===== config.mk =====
export PLATFORM = sky130hd
export DESIGN_NAME = fetch_sequencer_flat
export DESIGN_NICKNAME = d
export VERILOG_FILES = /design/src/rtl/fetch_pkg.sv /design/src/rtl/fetch_sequencer_if.sv /design/src/rtl/fetch_sequencer_next_pc_calc.sv /design/src/rtl/fetch_sequencer.sv /design/src/flat_wrapper.sv
export SDC_FILE = /design/constraint.sdc
export NUM_CORES = 1
export LEC_CHECK = 0
export BUFFER_PORTS_ARGS = -buffer_cell sky130_fd_sc_hd__buf_4
export CORE_MARGIN = 3
export CORE_UTILIZATION = 37
export CTS_CLUSTER_DIAMETER = 30
export DETAILED_ROUTE_END_ITERATION = 10
export GPL_TIMING_DRIVEN = 0
export MAX_ROUTING_LAYER = met4
export PLACE_DENSITY = 0.63
export SLEW_MARGIN = 30
export SYNTH_ARGS = -nofsm -noshare
export SYNTH_HDL_FRONTEND = slang
export SYNTH_SLANG_ARGS = --single-unit

===== constraint.sdc =====
create_clock -name clk -period 4.5 [get_ports clk]
set_input_delay 0 -clock clk [delete_from_list [all_inputs] [get_ports clk]]
set_output_delay 0 -clock clk [all_outputs]
set_load 0.05 [all_outputs]

===== src/rtl/fetch_pkg.sv =====
// -----------------------------------------------------------------------------
// fetch_pkg
// Shared types and constants for the instruction-fetch sequencer.
//   state_t   : run-control states (IDLE, RUN, HALTED)
//   br_mode_t : branch condition encodings
//   DEFAULT_HALT_OP : instruction word that stops fetch by default
//   branch_taken()  : evaluates a branch request against its condition
// -----------------------------------------------------------------------------
package fetch_pkg;

  typedef enum logic [1:0] {
    IDLE   = 2'b00,
    RUN    = 2'b01,
    HALTED = 2'b10
  } state_t;

  typedef enum logic [1:0] {
    BR_ALWAYS = 2'b00,
    BR_ZERO   = 2'b01,
    BR_NZERO  = 2'b10,
    BR_NEVER  = 2'b11
  } br_mode_t;

  localparam logic [8:0] DEFAULT_HALT_OP = 9'h1FF;

  // A branch request is taken only when its condition holds; BR_NEVER
  // suppresses the request entirely.
  function automatic logic branch_taken(input logic       branch,
                                        input logic [1:0] br_mode,
                                        input logic       alu_zero);
    logic cond;
    case (br_mode_t'(br_mode))
      BR_ALWAYS: cond = 1'b1;
      BR_ZERO:   cond = alu_zero;
      BR_NZERO:  cond = ~alu_zero;
      default:   cond = 1'b0;
    endcase
    return branch & cond;
  endfunction

endpackage


===== src/rtl/fetch_sequencer_if.sv =====
// -----------------------------------------------------------------------------
// fetch_sequencer_if
// Bundles the decode/ALU control inputs, the ROM return word and the fetch
// outputs of the sequencer.
//   slave  : the sequencer side (takes control + ROM data, drives PC/status)
//   master : the surrounding pipeline/ROM side
// Signals:
//   start, stall, branch, br_mode[1:0], br_rel, alu_zero, target[TGT_W]
//   inst_in[INST_W]   : ROM word for inst_addr
//   inst_addr, prog_ctr[PC_W], instr[INST_W], inst_valid, done,
//   inst_count[CNT_W]
// -----------------------------------------------------------------------------
interface fetch_sequencer_if #(
  parameter int PC_W   = 11,
  parameter int INST_W = 9,
  parameter int TGT_W  = 11,
  parameter int CNT_W  = 16
);

  logic              start;
  logic              stall;
  logic              branch;
  logic [1:0]        br_mode;
  logic              br_rel;
  logic              alu_zero;
  logic [TGT_W-1:0]  target;
  logic [INST_W-1:0] inst_in;

  logic [PC_W-1:0]   inst_addr;
  logic [PC_W-1:0]   prog_ctr;
  logic [INST_W-1:0] instr;
  logic              inst_valid;
  logic              done;
  logic [CNT_W-1:0]  inst_count;

  modport slave (
    input  start, stall, branch, br_mode, br_rel, alu_zero, target, inst_in,
    output inst_addr, prog_ctr, instr, inst_valid, done, inst_count
  );

  modport master (
    output start, stall, branch, br_mode, br_rel, alu_zero, target, inst_in,
    input  inst_addr, prog_ctr, instr, inst_valid, done, inst_count
  );

endinterface


===== src/rtl/fetch_sequencer_next_pc_calc.sv =====
// -----------------------------------------------------------------------------
// next_pc_calc
// Combinational next-PC selection.
//   pc      in  PC_W   current program counter
//   target  in  TGT_W  absolute target (zero-extended) or signed offset
//   br_rel  in  1      1 = PC-relative, 0 = absolute
//   taken   in  1      branch is taken this cycle
//   next_pc out PC_W   selected next PC, modulo 2^PC_W
// TGT_W must not exceed PC_W.
// -----------------------------------------------------------------------------
module next_pc_calc #(
  parameter int PC_W  = 11,
  parameter int TGT_W = 11
) (
  input  logic [PC_W-1:0]  pc,
  input  logic [TGT_W-1:0] target,
  input  logic             br_rel,
  input  logic             taken,
  output logic [PC_W-1:0]  next_pc
);

  logic [PC_W-1:0] tgt_zext;
  logic [PC_W-1:0] tgt_sext;

  // Size-casting a signed operand replicates its sign bit.
  assign tgt_zext = PC_W'(target);
  assign tgt_sext = PC_W'(signed'(target));

  always_comb begin
    // NOTE: every always_comb output gets a default first so no path can
    // leave it unassigned and infer a latch.
    next_pc = pc + PC_W'(1);
    if (taken) begin
      // Adds are PC_W wide, so both directions wrap modulo 2^PC_W.
      next_pc = br_rel ? (pc + tgt_sext) : tgt_zext;
    end
  end

endmodule


===== src/rtl/fetch_sequencer.sv =====
// -----------------------------------------------------------------------------
// fetch_sequencer
// Instruction-fetch sequencer: holds the PC, addresses a combinational
// instruction ROM, applies branches, honours stalls and stops on HALT_OP.
//   clk  in  1   clock, rising edge
//   rst  in  1   asynchronous, active-high reset
//   bus  slave   control inputs, ROM return word and fetch outputs
//                (see fetch_sequencer_if)
// inst_addr/prog_ctr are the PC; instr passes the ROM word straight through,
// so a word is valid in the same cycle as its address.
// -----------------------------------------------------------------------------
module fetch_sequencer
  import fetch_pkg::*;
#(
  parameter int                PC_W       = 11,
  parameter int                INST_W     = 9,
  parameter int                TGT_W      = 11,
  parameter logic [PC_W-1:0]   START_ADDR = '0,
  parameter logic [INST_W-1:0] HALT_OP    = INST_W'(DEFAULT_HALT_OP),
  parameter int                CNT_W      = 16
) (
  input logic              clk,
  input logic              rst,
  fetch_sequencer_if.slave bus
);

  state_t           state;
  logic [PC_W-1:0]  pc;
  logic [PC_W-1:0]  next_pc;
  logic             done_q;
  logic [CNT_W-1:0] count;
  logic             taken;
  logic             is_halt;

  assign taken   = branch_taken(bus.branch, bus.br_mode, bus.alu_zero);
  assign is_halt = (bus.inst_in == HALT_OP);

  next_pc_calc #(
    .PC_W  (PC_W),
    .TGT_W (TGT_W)
  ) u_next_pc (
    .pc      (pc),
    .target  (bus.target),
    .br_rel  (bus.br_rel),
    .taken   (taken),
    .next_pc (next_pc)
  );

  // NOTE: reset is in the sensitivity list so state clears the moment rst
  // rises, not at the next clock edge; inst_valid follows state and drops
  // with it.
  always_ff @(posedge clk or posedge rst) begin
    if (rst) begin
      state  <= IDLE;
      pc     <= START_ADDR;
      done_q <= 1'b0;
      count  <= '0;
    end else begin
      // NOTE: state registers use non-blocking assignments so every branch
      // below sees the pre-edge values of pc/count/state.
      case (state)
        RUN: begin
          // A stall freezes everything, including HALT and branch decisions.
          if (!bus.stall) begin
            if (count != {CNT_W{1'b1}}) count <= count + CNT_W'(1);
            if (is_halt) begin
              // PC stays on the HALT word; halt beats a same-cycle branch.
              state  <= HALTED;
              done_q <= 1'b1;
            end else begin
              pc <= next_pc;
            end
          end
        end
        default: begin
          // IDLE and HALTED both wait for start; start in RUN is ignored.
          if (bus.start) begin
            state  <= RUN;
            pc     <= START_ADDR;
            done_q <= 1'b0;
            count  <= '0;
          end
        end
      endcase
    end
  end

  assign bus.inst_addr  = pc;
  assign bus.prog_ctr   = pc;
  assign bus.instr      = bus.inst_in;
  assign bus.inst_valid = (state == RUN) && !bus.stall;
  assign bus.done       = done_q;
  assign bus.inst_count = count;

endmodule


===== src/flat_wrapper.sv =====
// flat-port wrapper written by rule: the top's interface ports become plain ports
module fetch_sequencer_flat import fetch_pkg::*;
#(
  parameter int                PC_W       = 11,
  parameter int                INST_W     = 9,
  parameter int                TGT_W      = 11,
  parameter logic [PC_W-1:0]   START_ADDR = '0,
  parameter logic [INST_W-1:0] HALT_OP    = INST_W'(DEFAULT_HALT_OP),
  parameter int                CNT_W      = 16
)
  (clk, rst, bus_start, bus_stall, bus_branch, bus_br_mode, bus_br_rel, bus_alu_zero, bus_target, bus_inst_in, bus_inst_addr, bus_prog_ctr, bus_instr, bus_inst_valid, bus_done, bus_inst_count);
  fetch_sequencer_if #(.PC_W(PC_W), .INST_W(INST_W), .TGT_W(TGT_W), .CNT_W(CNT_W)) bus_i ();
  input logic clk;
  input logic rst;
  input wire logic [$bits(bus_i.start)-1:0] bus_start;
  input wire logic [$bits(bus_i.stall)-1:0] bus_stall;
  input wire logic [$bits(bus_i.branch)-1:0] bus_branch;
  input wire logic [$bits(bus_i.br_mode)-1:0] bus_br_mode;
  input wire logic [$bits(bus_i.br_rel)-1:0] bus_br_rel;
  input wire logic [$bits(bus_i.alu_zero)-1:0] bus_alu_zero;
  input wire logic [$bits(bus_i.target)-1:0] bus_target;
  input wire logic [$bits(bus_i.inst_in)-1:0] bus_inst_in;
  output wire logic [$bits(bus_i.inst_addr)-1:0] bus_inst_addr;
  output wire logic [$bits(bus_i.prog_ctr)-1:0] bus_prog_ctr;
  output wire logic [$bits(bus_i.instr)-1:0] bus_instr;
  output wire logic [$bits(bus_i.inst_valid)-1:0] bus_inst_valid;
  output wire logic [$bits(bus_i.done)-1:0] bus_done;
  output wire logic [$bits(bus_i.inst_count)-1:0] bus_inst_count;
  assign bus_i.start = bus_start;
  assign bus_i.stall = bus_stall;
  assign bus_i.branch = bus_branch;
  assign bus_i.br_mode = bus_br_mode;
  assign bus_i.br_rel = bus_br_rel;
  assign bus_i.alu_zero = bus_alu_zero;
  assign bus_i.target = bus_target;
  assign bus_i.inst_in = bus_inst_in;
  assign bus_inst_addr = bus_i.inst_addr;
  assign bus_prog_ctr = bus_i.prog_ctr;
  assign bus_instr = bus_i.instr;
  assign bus_inst_valid = bus_i.inst_valid;
  assign bus_done = bus_i.done;
  assign bus_inst_count = bus_i.inst_count;
  fetch_sequencer #(.PC_W(PC_W), .INST_W(INST_W), .TGT_W(TGT_W), .START_ADDR(START_ADDR), .HALT_OP(HALT_OP), .CNT_W(CNT_W)) u_core (.clk(clk), .rst(rst), .bus(bus_i));
endmodule

==> results of run 1 <==
## how the worst max path moves through the flow
stage,start,to,slack (ns),cells past startpoint
2_1_floorplan,u_core.bus.inst_addr[0]$_DFFE_PP0P_,u_core.bus.inst_addr[10]$_DFFE_PP0P_,1.87,8
3_3_place_gp,u_core.bus.inst_addr[0]$_DFFE_PP0P_,u_core.bus.inst_addr[10]$_DFFE_PP0P_,1.73,8
3_5_place_dp,u_core.bus.inst_addr[0]$_DFFE_PP0P_,u_core.bus.inst_addr[10]$_DFFE_PP0P_,1.78,8
4_1_cts,u_core.bus.inst_addr[0]$_DFFE_PP0P_,u_core.bus.inst_addr[10]$_DFFE_PP0P_,1.76,8
5_1_grt,u_core.bus.inst_addr[0]$_DFFE_PP0P_,u_core.bus.inst_addr[10]$_DFFE_PP0P_,1.55,8
6_report,u_core.bus.inst_addr[0]$_DFFE_PP0P_,u_core.bus.inst_addr[10]$_DFFE_PP0P_,1.77,8
## sequential cells by signal, summed over array words and instances (netlist names)
name,flops
u_core.bus.done,1
u_core.bus.inst_addr,11
u_core.bus.inst_count,16
u_core.state,1
## report_power, final
part	switching, W	total, W	leakage, nW	internal [W]
combinational	0.000460	0.000728	1.13	0.000268
sequential	0.0000881	0.000395	0.376	0.000307
clock	0.0000948	0.000205	0.0395	0.000110
total	0.000643	0.00133	1.54	0.000685
## critical path, cell delays in order (launching register included)
cell and delay (ns):
dfrtp_1 0.46, ha_1 0.28, fa_1 0.43, a211oi_1 0.41, o21ai_0 0.23, a41oi_1 0.32, xnor2_1 0.17, mux2i_1 0.22
o31ai_1 0.08
## cell usage in the layout (no fill, tap or decap), drive strengths merged, types with 4 or more instances in the layout
cell type and instances:
o21bai 4, nand2 23, nor3 5, nand3 13, nor2 29, and3 12, buf 98, a211oi 6
a21oi 10, inv 8, xor2 12, and2 5, o21ai 24, clkbuf 12, nand4 7, ha 12
dfrtp 29, a31oi 5, a21o 5, mux2i 5, xnor2 9
## kinds of logic after synthesis
family                   synth area share, %
multiplexers                            2.11
flip-flops                              30.6
buffers and inverters                   8.39
adder cells (fa/ha/maj)                 7.18
AND/OR/NAND/NOR                         23.8
XOR/XNOR                                7.76
AO/OA/AOI/OAI                           20.2
## cell type report
type | count | share of cell area, %
buffer | 25 | 5.36
clock buffer | 8 | 2.54
inverter | 8 | 0.953
multi-input combinational | 220 | 45.9
sequential | 29 | 23.0
tap | 75 | 2.98
timing repair buffer | 80 | 19.3
## layer usage
metal	vias to the layer above	global-route usage [%]	routed length (um)
met4	0	3.45	36
met2	58	28.2	2900
li1	1176	-	-
met5	-	-	0
met3	2	3.46	369
met1	1127	23.9	3010
## through the flow
| step | hold slack, ns | power, W | setup WS, ns |
|---|---|---|---|
| detailed placement | 0.135 | 0.00113 | 1.78 |
| global placement | 0.273 | 0.00112 | 1.73 |
| CTS | 0.0989 | 0.00134 | 1.76 |
| global route | 0.128 | 0.00142 | 1.55 |
| floorplan | 0.0781 | 0.000912 | 1.87 |
| finish | 0.0986 | 0.00133 | 1.77 |
## timing repair
item,in CTS,in global routing
hold buffers,3,0
hold endpoints to repair,31,0
setup endpoints to repair,0,0
==> results.tsv, run 1 <==
metric	value	unit
post-route-min-period	2.73	ns
grt_pass1_wl	10500	um
io_pins	78	
hold_violations	0	
synth_top_area_share	30.6	%
regArea	726	um2
drive_gt1_share	28.9	%
port_buffers	77	
netlist-cell-type-count	46	
hold_class	input pin to flip-flop	
insertedDiodeCount	0	
crit_path_start_kind	flip-flop	
synth-edff-count	0	
yosys-top-cells-count	dfrtp_1, nor2_1, nand2_1, o21ai_0, buf_4	
drtAntennaViolNets	0	
crit_path_max_fanout	8	
wl	6330	um
r2r_end	u_core.bus.inst_addr[10]$_DFFE_PP0P_	
cts-buffers-inserted	5	
fin_skew	0.00466	ns
clock_sinks	29	
final_util	52.0	%
grt_max_degree	30	
synth_area	0.00237	mm2
fill_cells	629	
max_freq	367	MHz
netlist_top_cells_area	dfrtp_1, buf_4, ha_1, o21ai_0, nor2_1	
cts.htree.levels	2	
antenna_found_initial	0	
cts_tree	done	
hold_depth	3	
rr_worst_depth	8	
r2r-start	u_core.bus.inst_addr[0]$_DFFE_PP0P_	
grt_pass1_vias	2229	
hp-start	bus_target[5]	
fp.coreArea	0.00606	mm2
row_count	28	
powerDensity	421	mW/mm2
post_cts_resized	0	
final_max_slew_viol_count	0	
synth_fp_nets	324	
finalSetupViolCount	0	
gp_congestion	0.877	
fin_crit_sh	60.6	%
yosys_warnings	0	
post_cts_buffers	0	
start_util	39.1	%
clk-insertion-delay-late	0.27	ns
drc_errors	0	
multiInputGateArea	0.00145	mm2
setup_tns	0	ns
drt-pass1-iter-count	4	
die_h	86.0	um
grt_use_total	17.9	%
avgSynthCellArea	8.40	um2
cts_buffer_depth	2	
placed_area	0.00304	mm2
vias	2363	
synthToLayoutAreaGrowth	33.0	%
finalNetCount	411	
drtIter0Drc	82	
async_flop_share	100	%
die_w	86.0	um
yosysSeqAreaShare	30.6	%
dp_hpwl	4900	um
synth_flop_cell	dfrtp_1	
path_clk_slew	0.06	ns
synth_top_area_cell	dfrtp_1	
vias_per_cell	5.31	
layout.cells.non_filler	445	
crit_arrival	2.86	ns
hold_end	u_core.bus.inst_addr[5]$_DFFE_PP0P_	
cp.required	4.64	ns
gr-total-overflow	0	
drv_cap	0	
die_area	0.00740	mm2
wl_per_cell	14.2	um
relSlewSlack	53.1	%
p_leak	1.54	nW
synthCells	282	
ctsRootBufferMaster	clkbuf_8	
dp_cells	434	
status	finished clean	
rsz0062_at_grt	false	
end_kind	flip-flop	
design_area	0.00315	mm2
worst_pin_slew	0.700	ns
worstSetupPathType	flip-flop to flip-flop	
synth-seq-cells	29	
ir_drop	0.000282	V
r2r_slack	1.77	ns
(Power assumes the default switching activity.)
==> inputs of run 2 (changes only) <==
==> constraint.sdc (replaced) <==
create_clock -name clk -period 2.6 [get_ports clk]
set_input_delay 0 -clock clk [delete_from_list [all_inputs] [get_ports clk]]
set_output_delay 0 -clock clk [all_outputs]
set_load 0.05 [all_outputs]
==> results.tsv, run 2 (synthesis results as in run 1) <==
metric	value	unit	change
vias_per_cell	5.40		+1.7%
final_common_cell	buf_4		
finalNetCount	411		unchanged
final_util	52.3	%	+0.27 points
layout_common_cells	buf_4, nor2_1, dfrtp_1, nand2_1, o21ai_0		
die_w	86.0	um	unchanged
slowest_delay	0.47	ns	about the same
drt-pass1-iter-count	4		unchanged
drive_gt1_share	29.7	%	+0.81 points
drtAntennaViolNets	0		unchanged
die_area	0.00740	mm2	unchanged
fin_crit_sh	95.3	%	+35 points
p_int	0.00122	W	+77%
clock_sinks	29		unchanged
crit_path_max_fanout	8		unchanged
p_sw	0.00112	W	+74%
max_freq	404	MHz	+10%
rsz0062_at_grt	false		
ir_drop	0.000373	V	+32%
place_ws	-0.0839	ns	-1.86 ns
drc_errors	0		unchanged
cts.htree.levels	2		unchanged
worstSetupPathType	flip-flop to flip-flop		
fill_cells	611		-2.9%
finalWorstSetupSlack	0.123	ns	-1.65 ns
wl	6140	um	-2.9%
grt_pass1_wl	10400	um	-0.78%
swShare	47.9	%	-0.54 points
p_leak	1.55	nW	+0.39%
dp_hpwl	4860	um	-0.84%
wl_per_cell	13.8	um	-2.9%
vias	2402		+1.7%
grt_pass1_vias	2228		-0.045%
final_max_slew_viol_count	0		unchanged
antenna_found_initial	0		unchanged
clk-insertion-delay-late	0.27	ns	about the same
largest_reg_flops	16		unchanged
powerDensity	736	mW/mm2	+75%
port_buffers	77		unchanged
worst_pin_slew	0.663	ns	-0.0364 ns
row_count	28		unchanged
die_h	86.0	um	unchanged
end_kind	flip-flop		
r2r_slack	0.12	ns	-1.65 ns
post-route-min-period	2.48	ns	-0.248 ns
crit_path_top_delay_cell	dfrtp_2		
grt_max_degree	30		unchanged
post_cts_buffers	0		unchanged
start_util	39.1	%	unchanged
seq_power_share	29.3	%	-0.5 points
cp.required	2.74	ns	-1.90 ns
path_cells	ha_1 -> fa_1 -> a211oi_2 -> o21ai_1 -> a41oi_1 -> xnor2_1 -> mux2i_1 -> o31ai_1		
path_clk_slew	0.06	ns	about the same
cts_tree	done		
cts_buffer_depth	2		unchanged
grt_use_total	17.7	%	-0.22 points
status	finished clean		
drtIter0Drc	102		+24%
gr-total-overflow	0		unchanged
p_comb_share	54.5	%	-0.3 points
crit_path_start_kind	flip-flop		
r2r-start	u_core.bus.inst_addr[0]$_DFFE_PP0P_		
synthToLayoutAreaGrowth	33.7	%	
hp-start	bus_target[5]		
finalSetupViolCount	0		unchanged
fp.coreArea	0.00606	mm2	unchanged
insertedDiodeCount	0		unchanged
crit_arrival	2.62	ns	-0.24 ns
fin_skew	0.00336	ns	-0.00130 ns
cts-buffers-inserted	5		unchanged
hold_violations	0		unchanged
io_pins	78		unchanged
drv_cap	0		unchanged
relSlewSlack	55.6	%	+2.4 points
clockPowerShare	16.2	%	+0.8 points
gp_congestion	0.850		-3.1%
ctsRootBufferMaster	clkbuf_8		
hold_class	input pin to flip-flop		
critPathLaunch	u_core.bus.inst_addr[0]$_DFFE_PP0P_		
-- run 2: cell count changes in the layout (fill, tap and decap cells not counted) --
cell      before  now
dfrtp_2        0    1
o21ai_1        0    1
dfrtp_1       29   28
clkbuf_1       7    6
a211oi_2       0    1
clkbuf_8       5    6
a211oi_1       6    5
o21ai_0       23   22
-- run 2: path summary, 6_finish.rpt --
path                                                    endpoint  cells after the start
max reg2reg                 u_core.bus.inst_addr[10]$_DFFE_PP0P_                      8
min in group asynchronous  u_core.bus.inst_count[12]$_DFFE_PP0P_                      3
min                          u_core.bus.inst_addr[5]$_DFFE_PP0P_                      3
max                         u_core.bus.inst_addr[10]$_DFFE_PP0P_                      8
min reg2reg                 u_core.bus.inst_count[1]$_DFFE_PP0P_                      2
max in group asynchronous    u_core.bus.inst_addr[0]$_DFFE_PP0P_                      3
-- run 2: per-layer routing --
metal	track usage, %	up-vias	routed length, um
li1	-	1181	-
met1	23.9	1157	2920
met2	27.5	60	2860
met3	3.75	4	340
met4	3.02	0	31
met5	-	-	0
-- run 2: through the flow --
step           power [W]  hold WS [ns]  cell area [um2]  instances  setup TNS (ns)
2_1_floorplan    0.00158        0.0780             2370        282               0
3_3_place_gp     0.00194         0.272             3040        434          -0.104
3_5_place_dp     0.00195         0.128             3040        434         -0.0839
4_1_cts          0.00235         0.104             3170        445               0
5_1_grt          0.00249         0.124             3170        445               0
6_report         0.00233         0.110             3170        445               0
-- run 2: what timing repair did --
action                                 in CTS  in global routing
hold buffers                                3                  0
setup endpoints to repair                   1                  1
resized for setup                           1                  1
pin swaps                                   0                  2
endpoints found under the hold margin      31                  0
-- run 2: power groups by stage --
stage,sequential (W),combinational [W],clock (W)
floorplan,0.000937,0.000641,0
global placement,0.000693,0.00125,0
detailed placement,0.000692,0.00126,0
CTS,0.000684,0.00127,0.000393
global route,0.000707,0.00137,0.000419
finish,0.000683,0.00127,0.000378
-- run 2: layout make-up --
class | instances | area [um2] | area share, %
inverters | 8 | 30.0 | 0.948
plain buffers | 25 | 169 | 5.33
clock buffers | 8 | 90.1 | 2.84
repair buffers | 80 | 608 | 19.2
multi-input cells | 220 | 1450 | 45.8
flip-flops and latches | 29 | 727 | 22.9
well taps | 75 | 93.8 | 2.96
-- run 2: critical path: cells and delay by family (launching register included) --
family	cells	cell delay (ns)
AO/OA/AOI/OAI	4	0.79
XOR/XNOR	1	0.17
adder cells (fa/ha/maj)	2	0.71
flip-flops	1	0.47
multiplexers	1	0.20
==> inputs of run 3 (changes only) <==
--- a/config.mk
+++ b/config.mk
@@ -12,7 +12,7 @@
 export DETAILED_ROUTE_END_ITERATION = 10
 export GPL_TIMING_DRIVEN = 0
 export MAX_ROUTING_LAYER = met4
-export PLACE_DENSITY = 0.63
+export PLACE_DENSITY = 0.65
 export SLEW_MARGIN = 30
 export SYNTH_ARGS = -nofsm -noshare
 export SYNTH_HDL_FRONTEND = slang
==> results.tsv, run 3 (synthesis results as in run 1) <==
metric	value	unit	change
drv_cap	0		unchanged
fp.coreArea	0.00606	mm2	unchanged
hold_ws	0.0967	ns	-0.0128 ns
cts_tree	done		
placed_area	0.00304	mm2	unchanged
status	finished clean		
drtAntennaViolNets	0		unchanged
vias_per_cell	5.37		-0.54%
design_area	0.00318	mm2	+0.24%
antenna_found_initial	0		unchanged
worst_pin_slew	0.684	ns	+0.0209 ns
gp_congestion	0.836		-1.6%
crit_path_start_kind	flip-flop		
drc_errors	0		unchanged
cp.required	2.74	ns	about the same
grt_pass1_wl	10300	um	-0.93%
p_leak	1.55	nW	about the same
cts_buffer_depth	2		unchanged
place_ws	-0.0611	ns	+0.0228 ns
finalWorstSetupSlack	0.174	ns	+0.0511 ns
die_w	86.0	um	unchanged
ir_drop	0.000373	V	about the same
wl_per_cell	14.3	um	+3.3%
row_count	28		unchanged
final_common_cell	buf_4		
io_pins	78		unchanged
die_h	86.0	um	unchanged
grt_pass1_vias	2208		-0.90%
drtIter0Drc	101		-0.98%
vias	2389		-0.54%
clk-insertion-delay-late	0.29	ns	+0.02 ns
crit_path_max_fanout	8		unchanged
finalSetupViolCount	0		unchanged
start_util	39.1	%	unchanged
max_freq	412	MHz	+2.1%
post-route-min-period	2.43	ns	-0.0511 ns
final_util	52.4	%	+0.12 points
hold_class	input pin to flip-flop		
largest_reg_flops	16		unchanged
wl	6350	um	+3.3%
path_clk_slew	0.07	ns	about the same
grt_max_degree	30		unchanged
crit_arrival	2.57	ns	-0.05 ns
fin_crit_sh	93.3	%	-2.0 points
worstSetupPathType	flip-flop to flip-flop		
end_kind	flip-flop		
port_buffers	77		unchanged
rsz0062_at_grt	false		
drt-pass1-iter-count	4		unchanged
powerDensity	740	mW/mm2	+0.54%
cts.htree.levels	2		unchanged
dp_hpwl	4860	um	about the same
relSlewSlack	54.2	%	-1.4 points
hold_violations	0		unchanged
synthToLayoutAreaGrowth	34.0	%	
drive_gt1_share	30.0	%	+0.27 points
power	0.00235	W	+0.78%
layout_common_cells	buf_4, nor2_1, dfrtp_1, nand2_1, o21ai_0		
gr-total-overflow	0		unchanged
fin_skew	0.0108	ns	+0.00746 ns
ctsRootBufferMaster	clkbuf_8		
die_area	0.00740	mm2	unchanged
finalNetCount	411		unchanged
insertedDiodeCount	0		unchanged
clock_sinks	29		unchanged
cts-buffers-inserted	5		unchanged
grt_use_total	17.6	%	-0.038 points
final_max_slew_viol_count	0		unchanged
[run 3: cell count changes in the layout (fill, tap and decap cells not counted)]
cell,change
a41oi_2,+1
a41oi_1,-1
[run 3: critical path, stage by stage (launching register included)]
cell      delay [ns]
dfrtp_2         0.46
ha_1            0.26
fa_1            0.44
a211oi_2        0.32
o21ai_1         0.17
a41oi_2         0.19
xnor2_1         0.16
mux2i_1         0.20
o31ai_1         0.08
[run 3: final cells by class]
class | instances | area (um2)
Tap cell | 75 | 93.8
Multi-Input combinational cell | 220 | 1460
Sequential cell | 29 | 727
Clock buffer | 8 | 90.1
Buffer | 25 | 169
Inverter | 8 | 30.0
Fill cell | 597 | 2890
Timing Repair Buffer | 80 | 608
[run 3: layer usage]
metal	vias to the layer above	track usage, %	routed length, um
li1	1180	-	-
met1	1126	24.6	2990
met2	77	26.2	2910
met3	6	3.27	378
met4	0	4.46	69
met5	-	-	0
[run 3: stage by stage]
stage	setup TNS [ns]	cells
floorplan	0	282
global placement	-0.0633	434
detailed placement	-0.0611	434
CTS	0	445
global route	0	445
finish	0	445
[run 3: timing repair]
action / CTS / global route
gates resized for setup: 1 / 2
endpoints found under the setup margin: 1 / 1
pin swaps: 0 / 1
buffers inserted: 0 / 0
endpoints found under the hold margin: 31 / 0
hold buffers: 3 / 0
[run 3: path summary, 6_finish.rpt]
kind / start / endpoint / slack, ns / depth (start not counted)
max reg2reg: u_core.bus.inst_addr[0]$_DFFE_PP0P_ / u_core.bus.inst_addr[10]$_DFFE_PP0P_ / 0.17 / 8
max: u_core.bus.inst_addr[0]$_DFFE_PP0P_ / u_core.bus.inst_addr[10]$_DFFE_PP0P_ / 0.17 / 8
min in group asynchronous: rst / u_core.bus.inst_addr[6]$_DFFE_PP0P_ / 0.36 / 3
max in group asynchronous: rst / u_core.bus.inst_addr[0]$_DFFE_PP0P_ / 1.81 / 3
min: bus_target[0] / u_core.bus.inst_addr[0]$_DFFE_PP0P_ / 0.1 / 4
min reg2reg: u_core.bus.inst_count[1]$_DFFE_PP0P_ / u_core.bus.inst_count[1]$_DFFE_PP0P_ / 0.57 / 2
[run 3: power by group]
group | switching [W] | internal (W) | leakage [nW]
logic | 0.000804 | 0.000469 | 1.13
clock network | 0.000175 | 0.000216 | 0.0455
registers | 0.000154 | 0.000532 | 0.375
total | 0.00113 | 0.00122 | 1.55
